File: config.mk
export PLATFORM = sky130hd
export DESIGN_NAME = steering_link_rx
export DESIGN_NICKNAME = d
export VERILOG_FILES = /design/src/rtl/steering_link_pkg.sv /design/src/rtl/link_sync2.sv /design/src/rtl/steering_link_rx.sv
export SDC_FILE = /design/constraint.sdc
export NUM_CORES = 1
export LEC_CHECK = 0
export CORE_UTILIZATION = 45
export CTS_CLUSTER_DIAMETER = 150
export DETAILED_ROUTE_END_ITERATION = 10
export SYNTH_ARGS = -nofsm -noshare
export SYNTH_HDL_FRONTEND = slang
export SYNTH_SLANG_ARGS = --single-unit
export TNS_END_PERCENT = 100
File: constraint.sdc
create_clock -name CLOCK_50 -period 3.7 [get_ports CLOCK_50]
set_input_delay 0.37 -clock CLOCK_50 [delete_from_list [all_inputs] [get_ports CLOCK_50]]
set_output_delay 0.37 -clock CLOCK_50 [all_outputs]
set_load 0.01 [all_outputs]
File: src/rtl/steering_link_pkg.sv
// ---------------------------------------------------------------------------
// steering_link_pkg
// Shared definitions for the one-wire steering command link, used by both
// the transmitter and the receiver.
//   - link_state_t : receiver/transmitter frame state encoding
//   - DATA_BITS    : payload width (direction in degrees)
//   - START_BIT / STOP_BIT : line levels of the framing bits
//   - odd_parity9(): parity bit that makes d[8:0] plus parity an odd count
// ---------------------------------------------------------------------------
package steering_link_pkg;

  localparam int DATA_BITS = 9;

  localparam logic START_BIT = 1'b0;
  localparam logic STOP_BIT  = 1'b1;

  typedef enum logic [2:0] {
    IDLE      = 3'd0,
    START     = 3'd1,
    DATA      = 3'd2,
    PARITY    = 3'd3,
    STOP      = 3'd4,
    WAIT_IDLE = 3'd5
  } link_state_t;

  // Returns the parity bit so that the nine data bits plus this bit hold an
  // odd number of ones.
  function automatic logic odd_parity9(input logic [DATA_BITS-1:0] d);
    return ~(^d);
  endfunction

endpackage

File: src/rtl/link_sync2.sv
// ---------------------------------------------------------------------------
// link_sync2
// Two-flop synchronizer for an asynchronous single-bit input.
// Ports:
//   i_clk  in  1  destination clock
//   i_rst  in  1  synchronous active-high reset (flops load RESET_VAL)
//   i_d    in  1  asynchronous input
//   o_q    out 1  synchronized output
// ---------------------------------------------------------------------------
module link_sync2 #(
  parameter logic RESET_VAL = 1'b1
) (
  input  logic i_clk,
  input  logic i_rst,
  input  logic i_d,
  output logic o_q
);

  logic r_meta;
  logic r_sync;

  // Two-stage capture; reset value matches the idle level of the line.
  always_ff @(posedge i_clk) begin
    if (i_rst) begin
      r_meta <= RESET_VAL;
      r_sync <= RESET_VAL;
    end else begin
      r_meta <= i_d;
      r_sync <= r_meta;
    end
  end

  assign o_q = r_sync;

endmodule

File: src/rtl/steering_link_rx.sv
// ---------------------------------------------------------------------------
// steering_link_rx
// Receiver for the one-wire steering command link. Recovers the 9-bit target
// direction from a start/9 data (LSB first)/odd parity/stop frame, rejects
// bad parity, bad stop bit and out-of-range values, and presents accepted
// values with a one-cycle strobe.
// Ports:
//   CLOCK_50         in   1  system clock, sole clock domain
//   reset            in   1  synchronous active-high reset
//   serial_in        in   1  asynchronous link line, idle high
//   direction_out    out  9  last accepted direction (degrees)
//   direction_valid  out  1  one-cycle pulse when direction_out updates
//   parity_error     out  1  one-cycle pulse on parity mismatch
//   frame_error      out  1  one-cycle pulse on a low stop bit
//   range_error      out  1  one-cycle pulse when value > MAX_DIRECTION
//   busy             out  1  high from start detection until frame end
// ---------------------------------------------------------------------------
module steering_link_rx
  import steering_link_pkg::*;
#(
  parameter int CLK_HZ        = 50_000_000,
  parameter int BAUD          = 115200,
  parameter int MAX_DIRECTION = 359
) (
  input  logic       CLOCK_50,
  input  logic       reset,
  input  logic       serial_in,
  output logic [8:0] direction_out,
  output logic       direction_valid,
  output logic       parity_error,
  output logic       frame_error,
  output logic       range_error,
  output logic       busy
);

  localparam int CLKS_PER_BIT = CLK_HZ / BAUD;
  localparam int HALF_BIT     = CLKS_PER_BIT / 2;
  localparam int CNT_W        = $clog2(CLKS_PER_BIT + 1);

  localparam logic [CNT_W-1:0]     BIT_LAST  = CNT_W'(CLKS_PER_BIT - 1);
  localparam logic [CNT_W-1:0]     HALF_LAST = CNT_W'(HALF_BIT - 1);
  localparam logic [3:0]           IDX_LAST  = 4'(DATA_BITS - 1);
  localparam logic [DATA_BITS-1:0] MAX_DIR   = DATA_BITS'(MAX_DIRECTION);

  logic                 w_rx;
  link_state_t          r_state;
  logic                 r_prev;
  logic [CNT_W-1:0]     r_cnt;
  logic [3:0]           r_idx;
  logic [DATA_BITS-1:0] r_shift;
  logic                 r_par;
  logic [8:0]           r_dir;
  logic                 r_valid;
  logic                 r_perr;
  logic                 r_ferr;
  logic                 r_rerr;
  logic                 r_busy;

  link_sync2 #(
    .RESET_VAL (1'b1)
  ) u_sync (
    .i_clk (CLOCK_50),
    .i_rst (reset),
    .i_d   (serial_in),
    .o_q   (w_rx)
  );

  // Frame FSM: bit timing, data capture, frame evaluation and output strobes.
  always_ff @(posedge CLOCK_50) begin
    if (reset) begin
      r_state <= IDLE;
      r_prev  <= 1'b1;
      r_cnt   <= '0;
      r_idx   <= 4'd0;
      r_shift <= '0;
      r_par   <= 1'b0;
      r_dir   <= 9'd0;
      r_valid <= 1'b0;
      r_perr  <= 1'b0;
      r_ferr  <= 1'b0;
      r_rerr  <= 1'b0;
      r_busy  <= 1'b0;
    end else begin
      r_valid <= 1'b0;
      r_perr  <= 1'b0;
      r_ferr  <= 1'b0;
      r_rerr  <= 1'b0;
      // Tracked in every state so an edge right after returning to IDLE is
      // still seen as an edge.
      r_prev  <= w_rx;

      case (r_state)
        IDLE: begin
          if (r_prev && (w_rx == START_BIT)) begin
            r_state <= START;
            r_cnt   <= '0;
            r_busy  <= 1'b1;
          end
        end

        START: begin
          if (r_cnt == HALF_LAST) begin
            r_cnt <= '0;
            if (w_rx == START_BIT) begin
              r_state <= DATA;
              r_idx   <= 4'd0;
            end else begin
              // Start pulse shorter than half a bit: treat as a glitch.
              r_state <= IDLE;
              r_busy  <= 1'b0;
            end
          end else begin
            r_cnt <= r_cnt + CNT_W'(1);
          end
        end

        DATA: begin
          if (r_cnt == BIT_LAST) begin
            r_cnt   <= '0;
            r_shift <= {w_rx, r_shift[DATA_BITS-1:1]};
            if (r_idx == IDX_LAST) begin
              r_state <= PARITY;
            end else begin
              r_idx <= r_idx + 4'd1;
            end
          end else begin
            r_cnt <= r_cnt + CNT_W'(1);
          end
        end

        PARITY: begin
          if (r_cnt == BIT_LAST) begin
            r_cnt   <= '0;
            r_par   <= w_rx;
            r_state <= STOP;
          end else begin
            r_cnt <= r_cnt + CNT_W'(1);
          end
        end

        STOP: begin
          if (r_cnt == BIT_LAST) begin
            r_cnt <= '0;
            // Exactly one outcome per frame, in priority order.
            if (w_rx != STOP_BIT) begin
              r_ferr  <= 1'b1;
              r_state <= WAIT_IDLE;
            end else if (r_par != odd_parity9(r_shift)) begin
              r_perr  <= 1'b1;
              r_state <= IDLE;
              r_busy  <= 1'b0;
            end else if (r_shift > MAX_DIR) begin
              r_rerr  <= 1'b1;
              r_state <= IDLE;
              r_busy  <= 1'b0;
            end else begin
              r_dir   <= r_shift;
              r_valid <= 1'b1;
              r_state <= IDLE;
              r_busy  <= 1'b0;
            end
          end else begin
            r_cnt <= r_cnt + CNT_W'(1);
          end
        end

        WAIT_IDLE: begin
          // Only a full bit time of continuous high re-arms start detection,
          // so we never resync inside a broken frame.
          if (w_rx != STOP_BIT) begin
            r_cnt <= '0;
          end else if (r_cnt == BIT_LAST) begin
            r_cnt   <= '0;
            r_state <= IDLE;
            r_busy  <= 1'b0;
          end else begin
            r_cnt <= r_cnt + CNT_W'(1);
          end
        end

        default: begin
          r_state <= IDLE;
          r_cnt   <= '0;
          r_busy  <= 1'b0;
        end
      endcase
    end
  end

  assign direction_out   = r_dir;
  assign direction_valid = r_valid;
  assign parity_error    = r_perr;
  assign frame_error     = r_ferr;
  assign range_error     = r_rerr;
  assign busy            = r_busy;

endmodule

Word-level counts from Yosys, hierarchy flattened
Cells that the tools add are included.
W data, S select, Z words.
{"block": "word_totals", "ff_bits": 43, "out_inout_bits": 14, "input_bits": 3, "word_cells": 90}
{"block": "op_classes", "n_bitwise": 7, "addsub": 2, "eq_ne": 19, "order_cmp": 1, "mux": 32, "n_reduce_logical": 15}
{"op": "$mux W9", "count": 4}
{"op": "$pmux W9 S4", "count": 1}
{"op": "$mux W3", "count": 9}
{"op": "$ne A2 B2 Y1 const B", "count": 9}
{"op": "$pmux W3 S6", "count": 1}
{"op": "$mux W4", "count": 4}
{"op": "$mux W1", "count": 10}
{"op": "$reduce_and A5 Y1", "count": 2}
{"op": "$add A9 B1 Y9 const B", "count": 1}
{"op": "$eq A9 B8 Y1 const B", "count": 1}
{"op": "$eq A9 B9 Y1 const B", "count": 1}
{"op": "$gt A9 B9 Y1 const B", "count": 1}
{"op": "$reduce_xor A9 Y1", "count": 1}
{"op": "$pmux W4 S2", "count": 1}
{"op": "$reduce_and A8 Y1", "count": 1}
{"op": "$not A1 Y1", "count": 7}
{"op": "$eq A3 B2 Y1 const B", "count": 2}
{"op": "$eq A3 B3 Y1 const B", "count": 2}
{"op": "$reduce_and A6 Y1", "count": 1}
{"op": "$reduce_or A3 Y1", "count": 2}
{"op": "$pmux W1 S5", "count": 1}
{"op": "$reduce_or A5 Y1", "count": 1}
{"op": "$add A4 B1 Y4 const B", "count": 1}
{"op": "$eq A4 B4 Y1 const B", "count": 1}
{"op": "10 further kinds", "count": 11}

Logic depth before layout (Yosys ltp)
{"block": "logic_depth", "word_depth": 5, "ltp_mapped": 8, "ltp_nobuf": 7}

Hierarchy
From an unflattened synthesis, not the netlist that was laid out.
{"block": "hier_totals", "cells_unflattened": 241, "area_unflattened_um2": 2180.8}
{"module": "steering_link_rx", "cells_per_inst": 237, "area_per_inst_um2": 2128.3, "seq_area_each_um2": 820.8, "instances": 1}
{"module": "link_sync2", "cells_per_inst": 4, "area_per_inst_um2": 52.6, "seq_area_each_um2": 40.0, "instances": 1}

Least setup slack after synthesis
Ideal clock, no wire load.
{"block": "synth_timing", "path_type": "reg2reg", "start": "reg r_cnt[0]", "end": "reg r_busy (netlist: busy)", "setup_time_ps": 132, "n_path_buf": 0, "synth_period_minus_slack_ps": 2119, "t_arrival_ps": 1986, "path_stages_with_launch": 8, "t_required_ps": 3568, "slack_ps": 1581, "path_cell_list": "dfxtp_1 > inv_1 > ha_1 > or4b_1 > o311a_1 > or3_4 > o31ai_2 > a21oi_1"}
{"block": "synth_via", "elab_chain_len": 3, "elab_cells_between_ends": 6, "classes_between": "5 x eq/ne; 1 x reduce/logical"}
{"item": "start: declaration", "line_no": "steering_link_rx.sv:48", "text": "logic [CNT_W-1:0] r_cnt;"}
{"item": "start signal: assignment", "line_no": "steering_link_rx.sv:113", "text": "r_cnt <= r_cnt + CNT_W'(1);"}
{"item": "start signal: assignment", "line_no": "steering_link_rx.sv:127", "text": "r_cnt <= r_cnt + CNT_W'(1);"}
{"item": "start signal: assignment", "line_no": "steering_link_rx.sv:137", "text": "r_cnt <= r_cnt + CNT_W'(1);"}
{"item": "$eq A9 B9 Y1 or $eq A9 B8 Y1 (tied branches)", "line_no": "steering_link_rx.sv:142, steering_link_rx.sv:172, steering_link_rx.sv:102"}
{"item": "$ne A2 B2 Y1 (no line)"}
{"item": "$reduce_and A6 Y1 (no line) (*)"}
{"item": "end signal: assignment", "line_no": "steering_link_rx.sv:151", "text": "r_busy <= 1'b0;"}
{"item": "end signal: assignment", "line_no": "steering_link_rx.sv:175", "text": "r_busy <= 1'b0;"}
{"item": "end signal: assignment", "line_no": "steering_link_rx.sv:184", "text": "r_busy <= 1'b0;"}
{"item": "end: declaration", "line_no": "steering_link_rx.sv:57", "text": "logic r_busy;"}
Every way passes the cells marked *; elsewhere a longest branch is shown, timed or not.
A chain may end at the register's enable or synchronous reset.

Worst setup path in the final report
{"block": "layout_timing", "start": "reg r_cnt[0]", "end": "reg r_dir[8] (netlist: direction_out[8])"}
{"block": "layout_via", "elab_chain_len": 2}
{"item": "$eq A9 B9 Y1", "line_no": "steering_link_rx.sv:142", "text": "if (r_cnt == BIT_LAST) begin"}
{"item": "$reduce_and A5 Y1 (no line)"}
{"item": "end signal: assignment", "line_no": "steering_link_rx.sv:157", "text": "r_dir <= r_shift;"}
{"item": "end: declaration", "line_no": "steering_link_rx.sv:52", "text": "logic [8:0] r_dir;"}
Every way passes these cells.

==> metrics.csv <==
stage,metric,value,unit
floorplanning,Initial Util,0.473,
timing,setup violators final,0,
clocking,CTS tree,yes,
floorplanning,core box area,0.00438,mm^2
timing,Final Max Slew Viols,0,
logic_synthesis,cell with the most instances after synthesis,dfxtp_1,
worst_setup_path,"Buf+Inv Stages, Crit Path",0,
worst_setup_path,slowest cell on the critical path,o2111ai_1,
worst_hold_path,Worst Hold End,u_sync.o_q$_SDFF_PP1_,
logic_synthesis,"EDFF count, synth",0,
logic_synthesis,netlist area before placement,0.00208,mm^2
worst_setup_path,Critical Path RT,3.92,ns
routing,# DRC,0,
timing,Clock Skew,0.00456,ns
logic_synthesis,main area contributors after synthesis,"dfxtp_1 (41%), mux2i_1 (8.7%), ha_1 (5.4%)",
timing,final hold viol count,0,
layout,final non-filler cell total,298,
timing,setup_tns,0,ns
worst_setup_path,CP Cell Sequence,ha_1 -> nand4b_1 -> nor2_2 -> o2111ai_1 -> nor2b_1 -> nor3_1,
worst_hold_path,Hold Path Origin,u_sync.r_meta$_SDFF_PP1_,
pwr,Comb power frac,0.171,
routing,per-cell routed wire length,13.7,um
clocking,clk_lat worst skew,0.29,ns
routing,"antenna viol nets, final",0,
worst_setup_path,critical path class,flip-flop to flip-flop,
logic_synthesis,Synth warnings,0,
logic_synthesis,asr flop ratio synth,0,
worst_setup_path,RR Startpoint,r_cnt[0]$_SDFFE_PP0N_,
grt,first-pass GRT wire length,7.42,mm
logic_synthesis,distinct cell type count after synthesis,46,
worst_setup_path,R2R depth,6,
place,RePlAce Congestion,0.810,
timing,Achievable Freq,417,MHz
floorplanning,full die area,0.00489,mm^2
pwr,Sw Ratio,0.292,
logic_synthesis,synthesized area per cell,8.99,um^2
worst_setup_path,crit end category,flip-flop,
layout,Layout Utilization,0.536,
place,PortBufs,16,
worst_setup_path,crit path DAT,2.61,ns
worst_setup_path,CP Launch Type,flip-flop,
logic_synthesis,Mapped Cells,231,
timing,slew at the pin with the worst max-slew slack,1.10,ns
logic_synthesis,commonest cells in the netlist,"dfxtp_1 (43), nor2_1 (30), mux2i_1 (18), nand2_1 (14), a21oi_1 (13)",
clocking,post-CTS setup buffer count,0,
logic_synthesis,Synth top area share,0.415,
floorplanning,Die Wd,69.9,um
routing,initial drt markers,121,
timing,period utilization,0.648,
pwr,PD cells,408,mW/mm^2
worst_setup_path,reg2reg setup slack,1.30,ns
pwr,Int Power,0.000679,W
pwr,Clk network pwr share,0.302,
place,placed cell count,290,
layout,Layout Nets,257,
logic_synthesis,"Top FF cell, synth",dfxtp_1,
worst_setup_path,CP top delay family,simple AND/OR/NAND/NOR gates,
layout,share of cells above drive strength 1,0.0732,
routing,Via Count,1649,
clocking,CTS max path bufs,2,
run_status,status,"finished, final reports clean",
grt,vias in the first global route,1593,
clocking,clock slew at reported path FFs,0.08,ns
timing,Final WS setup,1.30,ns
timing,RSZ-0062 raised after global routing,false,
pwr,VDD IR-drop max,210,uV
clocking,CTS Sinks,43,
grt,maximum number of pins on one net before global-route repair,23,
worst_setup_path,worst-path fanout max,9,
clocking,CTS root buffer,clkbuf_8,
floorplanning,num rows,24,
grt,initial antenna violation count,0,
place,post-placement worst setup slack,1.23,ns
timing,Slew headroom,0.264,
grt,total track usage,0.187,
worst_hold_path,Worst Hold Depth,1,
routing,drt first pass iters,4,
logic_synthesis,sequential area share after synthesis,0.415,
worst_hold_path,HP Class,flip-flop to flip-flop,
clocking,Hold Buf Count CTS,0,
clocking,total CTS buffers,5,
grt,GRT overflow,0,
routing,Post-Route WL,4.09,mm
pwr,Lkg Pwr,0.943,nW
layout,P&R area growth vs syn,13.1,%
place,HPWL Detailed,2.88,mm
floorplanning,Die Y-Extent,69.9,um
pwr,sequential share of power,0.527,
worst_setup_path,end of the worst register-to-register path,direction_out[8]$_SDFFE_PP0P_,
logic_synthesis,Synthesized Nets,243,
layout,number of diodes,0,
logic_synthesis,synthesized flop and latch total,43,
flow_run,max-cap violations,0,
clocking,PostCTS Resize Cnt,0,
pwr,P_sw,0.000280,W
floorplanning,Top Ports,17,
clocking,depth of the CTS H-tree,2,
routing,Via density,5.53,
worst_setup_path,CP peak stage delay,0.62,ns
timing,minimum clock period,2.40,ns
logic_synthesis,Synth area leader,dfxtp_1,
==> registers in the layout, summed over array words and instances (netlist names) <==
signal,cells
direction_out,9
r_cnt,9
r_shift,9
r_idx,4
r_state,3
busy,1
direction_valid,1
frame_error,1
parity_error,1
r_par,1
r_prev,1
range_error,1
u_sync.o_q,1
u_sync.r_meta,1
==> per-layer routing <==
metal  global-route usage  part of all wire
met1                0.253              0.50
met3               0.0433             0.029
met4               0.0644            0.0066
met5                    0                 0
met2                0.294              0.46
==> metrics by stage <==
stage | area [um^2] | hold slack [ns] | power [W]
3_3_place_gp | 2260 | 0.415 | 0.000680
4_1_cts | 2350 | 0.433 | 0.000970
2_1_floorplan | 2080 | 0.389 | 0.000640
6_report | 2350 | 0.425 | 0.000959
3_5_place_dp | 2260 | 0.414 | 0.000679
5_1_grt | 2350 | 0.447 | 0.00102
==> how the worst max path moves through the flow <==
stage	from	depth (start not counted)	end	slack, ns
global route	r_state[1]$_SDFFE_PP0P_	5	r_cnt[8]$_SDFFE_PP0N_	0.95
finish	r_cnt[0]$_SDFFE_PP0N_	6	direction_out[8]$_SDFFE_PP0P_	1.30
global placement	r_cnt[0]$_SDFFE_PP0N_	6	direction_out[8]$_SDFFE_PP0P_	1.27
CTS	r_cnt[0]$_SDFFE_PP0N_	6	direction_out[8]$_SDFFE_PP0P_	1.21
detailed placement	r_cnt[0]$_SDFFE_PP0N_	6	direction_out[8]$_SDFFE_PP0P_	1.23
floorplan	r_cnt[0]$_SDFFE_PP0N_	7	busy$_SDFFE_PP0P_	1.58
==> power by group through the flow <==
stage	registers, W	logic [W]	clock network [W]
after floorplan	0.000505	0.000135	0
after global placement	0.000516	0.000163	0
after detailed placement	0.000517	0.000163	0
after CTS	0.000505	0.000164	0.000300
after global routing	0.000511	0.000188	0.000320
final	0.000506	0.000164	0.000289
==> layout by cell type (no fill, tap or decap), drive strengths merged, types with 3 or more instances in the layout <==
master          n
clkdlybuf4s50  16
inv            11
clkbuf          6
a31oi           3
nor3            7
ha              9
mux2i          18
nand2          14
a41oi           3
or3             4
nand2b          6
dfxtp          43
a21oi          13
nor2           31
a311oi          7
nand3           7
nor2b           4
o21ai           9
==> cell families after synthesis <==
family                     share of synthesized area
muxes                                         0.0868
and+or+nand+nor                                0.213
xor gates and xnor gates                      0.0235
DFF                                            0.415
buffers and inverters                         0.0452
adders and majority gates                     0.0543
AOI/OAI and AO/OA                              0.162
==> final cells by class <==
class,count,area [um^2]
clock buffer,6,72.6
clock inverter,2,12.5
timing repair buffer,18,175
inverter,11,41.3
fill,419,2040
tap,52,65.1
sequential,43,861
multi-input combinational,166,1120
==> worst register-to-register path: stages (launching register included) <==
cell and delay [ns]:
dfxtp_1 0.44, ha_1 0.18, nand4b_1 0.20, nor2_2 0.39, o2111ai_1 0.62, nor2b_1 0.35, nor3_1 0.15
Note: power is estimated with default switching activity, not from simulation.
